===== config.mk =====
export PLATFORM = sky130hd
export DESIGN_NAME = id_operand_stage
export DESIGN_NICKNAME = d
export VERILOG_FILES = /design/src/rtl/id_operand_stage.sv
export SDC_FILE = /design/constraint.sdc
export NUM_CORES = 1
export LEC_CHECK = 0
export CAP_MARGIN = 40
export CORE_MARGIN = 10
export CORE_UTILIZATION = 37
export CTS_CLUSTER_DIAMETER = 30
export DETAILED_ROUTE_END_ITERATION = 6
export GPL_ROUTABILITY_DRIVEN = 0
export PLACE_DENSITY_LB_ADDON = 0.08
export SLEW_MARGIN = 30
export SYNTH_ARGS = -nofsm -noshare
export SYNTH_HDL_FRONTEND = slang
export SYNTH_SLANG_ARGS = --single-unit

===== constraint.sdc =====
create_clock -name clk -period 2.36 [get_ports clk]
set_clock_uncertainty 0.05 [all_clocks]
set_input_delay 0.354 -clock clk [delete_from_list [all_inputs] [get_ports clk]]
set_output_delay 0.354 -clock clk [all_outputs]
set_load 0.01 [all_outputs]

===== src/rtl/id_operand_stage.sv =====
// ID/EX operand stage: selects ALU operands, forwards rs1/rs2 from in-flight results,
// detects load-use hazards and registers the result under a valid/ready handshake.

package cpu_types_pkg;
    typedef enum logic [1:0] {SRC_RS1 = 2'd0, SRC_PC = 2'd1, SRC_ZERO = 2'd2} src_a_e;
    typedef enum logic [1:0] {SRC_RS2 = 2'd0, SRC_IMM = 2'd1, SRC_4 = 2'd2} src_b_e;
endpackage

module id_operand_stage #(
    parameter int XLEN    = 32,
    parameter int NUM_FWD = 2,
    parameter int CNT_W   = 16
) (
    input  logic                    clk,
    input  logic                    rst_n,
    input  logic                    in_valid,
    output logic                    in_ready,
    input  logic [XLEN-1:0]         pc_in,
    input  logic [XLEN-1:0]         imm,
    input  logic [4:0]              rs1_addr,
    input  logic [4:0]              rs2_addr,
    input  logic [XLEN-1:0]         rf_rdata1,
    input  logic [XLEN-1:0]         rf_rdata2,
    input  logic [1:0]              src_a,
    input  logic [1:0]              src_b,
    input  logic                    uses_rs2,
    input  logic [NUM_FWD-1:0]      fwd_valid,
    input  logic [NUM_FWD-1:0]      fwd_pending,
    input  logic [5*NUM_FWD-1:0]    fwd_rd,
    input  logic [XLEN*NUM_FWD-1:0] fwd_data,
    input  logic                    flush,
    output logic                    out_valid,
    input  logic                    out_ready,
    output logic [XLEN-1:0]         op_a,
    output logic [XLEN-1:0]         op_b,
    output logic [XLEN-1:0]         rs2_val,
    output logic [XLEN-1:0]         pc_out,
    output logic [CNT_W-1:0]        stall_cnt
);
    import cpu_types_pkg::*;

    // Returns {pending, value}; scanning from the oldest entry down lets the youngest match win.
    function automatic logic [XLEN:0] resolve(
        input logic [4:0]              addr,
        input logic [XLEN-1:0]         rf,
        input logic [NUM_FWD-1:0]      v,
        input logic [NUM_FWD-1:0]      p,
        input logic [5*NUM_FWD-1:0]    rd,
        input logic [XLEN*NUM_FWD-1:0] data
    );
        logic            pend;
        logic [XLEN-1:0] val;
        pend = 1'b0;
        val  = rf;
        for (int i = NUM_FWD - 1; i >= 0; i--) begin
            if (v[i] && (rd[5*i +: 5] == addr)) begin
                val  = data[XLEN*i +: XLEN];
                pend = p[i];
            end
        end
        if (addr == 5'd0) begin
            val  = '0;
            pend = 1'b0;
        end
        return {pend, val};
    endfunction

    logic            out_valid_q, out_valid_d;
    logic [XLEN-1:0] op_a_q, op_a_d;
    logic [XLEN-1:0] op_b_q, op_b_d;
    logic [XLEN-1:0] rs2_val_q, rs2_val_d;
    logic [XLEN-1:0] pc_out_q, pc_out_d;
    logic [CNT_W-1:0] stall_cnt_q, stall_cnt_d;

    logic            rs1_pend, rs2_pend, hazard, capture;
    logic [XLEN-1:0] rs1_val, rs2_fwd, op_a_sel, op_b_sel;

    // NOTE: every signal gets a default at the top of always_comb so no path infers a latch.
    always_comb begin
        {rs1_pend, rs1_val} = resolve(rs1_addr, rf_rdata1, fwd_valid, fwd_pending, fwd_rd, fwd_data);
        {rs2_pend, rs2_fwd} = resolve(rs2_addr, rf_rdata2, fwd_valid, fwd_pending, fwd_rd, fwd_data);

        hazard = ((src_a == SRC_RS1) && rs1_pend) ||
                 (((src_b == SRC_RS2) || uses_rs2) && rs2_pend);

        case (src_a)
            SRC_RS1:  op_a_sel = rs1_val;
            SRC_PC:   op_a_sel = pc_in;
            SRC_ZERO: op_a_sel = '0;
            default:  op_a_sel = '0;
        endcase

        case (src_b)
            SRC_RS2: op_b_sel = rs2_fwd;
            SRC_IMM: op_b_sel = imm;
            SRC_4:   op_b_sel = XLEN'(4);
            default: op_b_sel = '0;
        endcase

        in_ready = rst_n && !flush && !hazard && (!out_valid_q || out_ready);
        capture  = in_valid && in_ready;

        out_valid_d = out_valid_q;
        op_a_d      = op_a_q;
        op_b_d      = op_b_q;
        rs2_val_d   = rs2_val_q;
        pc_out_d    = pc_out_q;
        stall_cnt_d = stall_cnt_q;

        if (flush) begin
            out_valid_d = 1'b0;
        end else if (capture) begin
            out_valid_d = 1'b1;
            op_a_d      = op_a_sel;
            op_b_d      = op_b_sel;
            rs2_val_d   = rs2_fwd;
            pc_out_d    = pc_in;
        end else if (out_ready) begin
            out_valid_d = 1'b0;
        end

        if (in_valid && hazard && !flush && (stall_cnt_q != '1)) begin
            stall_cnt_d = stall_cnt_q + CNT_W'(1);
        end
    end

    // NOTE: state flops use non-blocking assignments so all registers update from pre-edge values.
    always_ff @(posedge clk) begin
        if (!rst_n) begin
            // NOTE: datapath registers are reset as well because they drive visible outputs.
            out_valid_q <= 1'b0;
            op_a_q      <= '0;
            op_b_q      <= '0;
            rs2_val_q   <= '0;
            pc_out_q    <= '0;
            stall_cnt_q <= '0;
        end else begin
            out_valid_q <= out_valid_d;
            op_a_q      <= op_a_d;
            op_b_q      <= op_b_d;
            rs2_val_q   <= rs2_val_d;
            pc_out_q    <= pc_out_d;
            stall_cnt_q <= stall_cnt_d;
        end
    end

    assign out_valid = out_valid_q;
    assign op_a      = op_a_q;
    assign op_b      = op_b_q;
    assign rs2_val   = rs2_val_q;
    assign pc_out    = pc_out_q;
    assign stall_cnt = stall_cnt_q;

endmodule


==> run_results.csv <==
group,metric,value,unit
setup_path,path_class,"primary input to flip-flop",
logic_synthesis,synth_top_family_by_area,"compound AO/OA/AOI/OAI gates",
setup_path,cp-startpoint,"fwd_rd[3]",
cts,cts_hold_buf,0,
layout,fillerInstances,1649,
detailed_routing,via_per_inst,5.80,
logic_synthesis,yosysSeqAreaShare,38.6,%
logic_synthesis,synthTopCellsByArea,"dfxtp_1 (39%), o31ai_1 (9.7%), mux2_2 (9.6%), nand3_1 (8.9%), a222oi_1 (8.4%)",
pwr,ir_drop,0.000429,V
cts,path_clk_slew,0.07,ns
placement,hpwl,25100,um
logic_synthesis,synth_xor_area_share,2.44,%
logic_synthesis,ys_types,44,
placement,dp_cells,1447,
setup_path,arrival,2.69,ns
setup_path,r2r_start,"stall_cnt[0]",
cts,cts_sinks,145,
die,die_x,163,um
sta,fmax,414,MHz
sta,setup-violations-final,28,
grt,grt_util_all_layers,25.4,%
pwr,p_per_area,496,nW/um^2
logic_synthesis,synth_top_cell_area_share,38.6,%
grt,grt_max_degree,170,
die,rows,52,
logic_synthesis,syn_area,7530,um^2
detailed_routing,drc,8,
cts,clk_latency,0.42,ns
sta,worstMarginPinSlew,0.866,ns
die,start_util,37.4,%
setup_path,r2r_cells,9,
cts,htree_num_levels,4,
sta,final_hold_viol_count,0,
sta,layout_min_cycle_time,2.41,ns
sta,fin_ws,-0.0535,ns
logic_synthesis,synth_nets,1051,
min_path,worstHoldPathType,"primary input to flip-flop",
logic_synthesis,yosys.area_share.adder,0.166,%
run_status,violations,"design-rule violations, negative setup slack",
layout,layout_common_cells,"clkdlybuf4s50_1 (349), dfxtp_1 (145), nand3_1 (109)",
min_path,hp-start,"rst_n",
detailed_routing,finalWirelength,37900,um
layout,layout_commonest_cell,"clkdlybuf4s50_1",
logic_synthesis,ys_ff_latch,145,
sta,slew_violations,0,
logic_synthesis,yosysWarnings,0,
logic_synthesis,yosysTopAreaCell,"dfxtp_1",
min_path,hold_depth,3,
grt,grt_pass1_vias,8602,
placement,io_buffers,371,
die,core_area,20100,um^2
cts,cts_root_buf,"clkbuf_16",
run,maxCapViolCount,0,
layout,drive_gt1_share,24.7,%
logic_synthesis,muxShareOfSynthArea,14.4,%
detailed_routing,dr.pass1.iters,7,
logic_synthesis,synth_compound_gate_area_share,22.8,%
setup_path,worst-path-max-fanout,5,
pwr,power_leakage,5.14,nW
die,die_height,163,um
cts,clk_path_buf_depth,2,
logic_synthesis,synth_cells,824,
sta,slew_headroom,42.3,%
grt,antenna_found_initial,8,
detailed_routing,num_vias,8851,
setup_path,r2r_slack,0.26,ns
setup_path,reg2reg_to,"stall_cnt[14]",
grt,grt_pass1_wl,52500,um
detailed_routing,drtAntennaViolNets,0,
detailed_routing,routedWlPerCell,24.8,um
setup_path,startpoint_type,"primary input",
cts,cts_tree,"done",
sta,whs,0.182,ns
run_status,status,"finished, violations left",
sta,post-route-period-util,102,%
logic_synthesis,syn_avg_cell_area,9.14,um^2
setup_path,cp-end-kind,"flip-flop",
layout,syn2layout_area_growth,84.6,%
cts,cts_buffers,17,
setup_path,crit_required,2.63,ns
min_path,worstHoldEndpoint,"out_valid",
logic_synthesis,synthSimpleGateAreaFrac,16.1,%
die,io-pin-count,372,
detailed_routing,initialDrtViolationCount,881,
layout,fin_cells,1525,
die,dieArea,26500,um^2
layout,layout.nets,1462,
sta,rsz0062_at_grt,"true",
grt,grt-ovfl-total,0,
[layout make-up]
| cell class | instances | area [um^2] | share of cell area, % |
|---|---|---|---|
| multi-input cells | 587 | 4820 | 34.7 |
| clock buffers | 23 | 468 | 3.37 |
| inverters | 6 | 22.5 | 0.162 |
| diodes | 7 | 17.5 | 0.126 |
| flip-flops and latches | 145 | 2900 | 20.9 |
| repair buffers | 478 | 5170 | 37.2 |
| well taps | 270 | 338 | 2.43 |
| clock inverters | 9 | 155 | 1.12 |
[power breakdown]
part / internal [mW] / switching [mW]
Clock: 1.83 / 1.08
Sequential: 2.51 / 0.0364
Combinational: 0.795 / 0.643
[how the worst max path moves through the flow]
stage                  endpoint  slack (ns)  depth (start not counted)
floorplan               op_b[2]      0.0008                         10
global placement       in_ready       -0.72                          8
detailed placement      op_b[5]       -0.76                         10
CTS                 rs2_val[17]       -0.01                         10
global route           op_b[10]       -0.15                         11
finish                 op_b[10]       -0.05                         11
[kinds of logic (layout without fill, tap and decap cells)]
| group | after synthesis | after routing |
|---|---|---|
| and+or+nand+nor | 238 | 238 |
| AOI/OAI and AO/OA | 223 | 227 |
| DFF | 145 | 145 |
| muxes | 100 | 100 |
| buffers and inverters | 96 | 516 |
| xor gates and xnor gates | 21 | 21 |
| adders and majority gates | 1 | 1 |
| other | 0 | 7 |
[cell usage after synthesis]
library cell	number
xnor2_1	7
buf_2	23
nor3b_1	1
ha_1	1
nor2b_1	5
a32oi_2	1
nor4b_2	1
a21oi_1	12
mux2i_1	35
buf_6	1
nor4_1	3
and3_1	2
nor3_1	3
clkbuf_1	51
buf_4	6
a22oi_1	1
buf_1	9
nand2_1	45
xor2_1	14
and2_1	2
a221o_1	1
or3_1	11
and2_0	1
nand3_1	134
a211oi_1	2
or2_2	2
o41ai_2	1
nand4_1	6
nand3_2	1
inv_1	5
inv_2	1
nor4_2	2
or4_1	3
nand2b_1	6
a21boi_0	1
mux2_2	64
o21a_1	1
a222oi_1	63
a31oi_1	1
nor2_1	10
o21ai_0	42
dfxtp_1	145
o31ai_1	97
mux2i_2	1
[layer usage]
layer	vias up	GRT usage (%)	routed length, um
met5	-	0	11
met4	2	10.2	1170
met2	394	42.8	19000
met1	4311	28.8	14400
li1	4085	-	-
met3	59	9.07	3360
[critical path, stage by stage]
cell and delay, ns:
buf_8 0.10, buf_6 0.11, xor2_2 0.16, nor4_2 0.33, nand3_2 0.15, mux2i_2 0.19
buf_4 0.16, buf_12 0.13, a221o_2 0.51, clkbuf_16 0.20, o31ai_1 0.29
[through the flow]
step	utilization, %	TNS (ns)	total power [mW]	worst slack [ns]	cell area (um^2)
finish	69.1	-0.362	6.90	-0.0535	13900
floorplan	-	0	3.05	0.000847	7530
global route	69.1	-3.22	7.10	-0.152	13900
global placement	59.5	-90.69	3.81	-0.718	12000
detailed placement	59.6	-94.81	3.82	-0.762	12000
CTS	64.7	-0.0345	6.77	-0.0110	13000
[sequential cells by signal, indices dropped and copies added, names as in the netlist]
register and cells:
op_b 32, stall_cnt 16, out_valid 1, rs2_val 32
pc_out 32, op_a 32
[timing repair]
item / 4_1_cts / 5_1_grt
setup buffers: 8 / 4
resized for setup: 64 / 119
pin swaps: 19 / 29
cloned: 10 / 17
endpoints found under the setup margin: 141 / 129
Note: power is estimated with default switching activity, not from simulation.
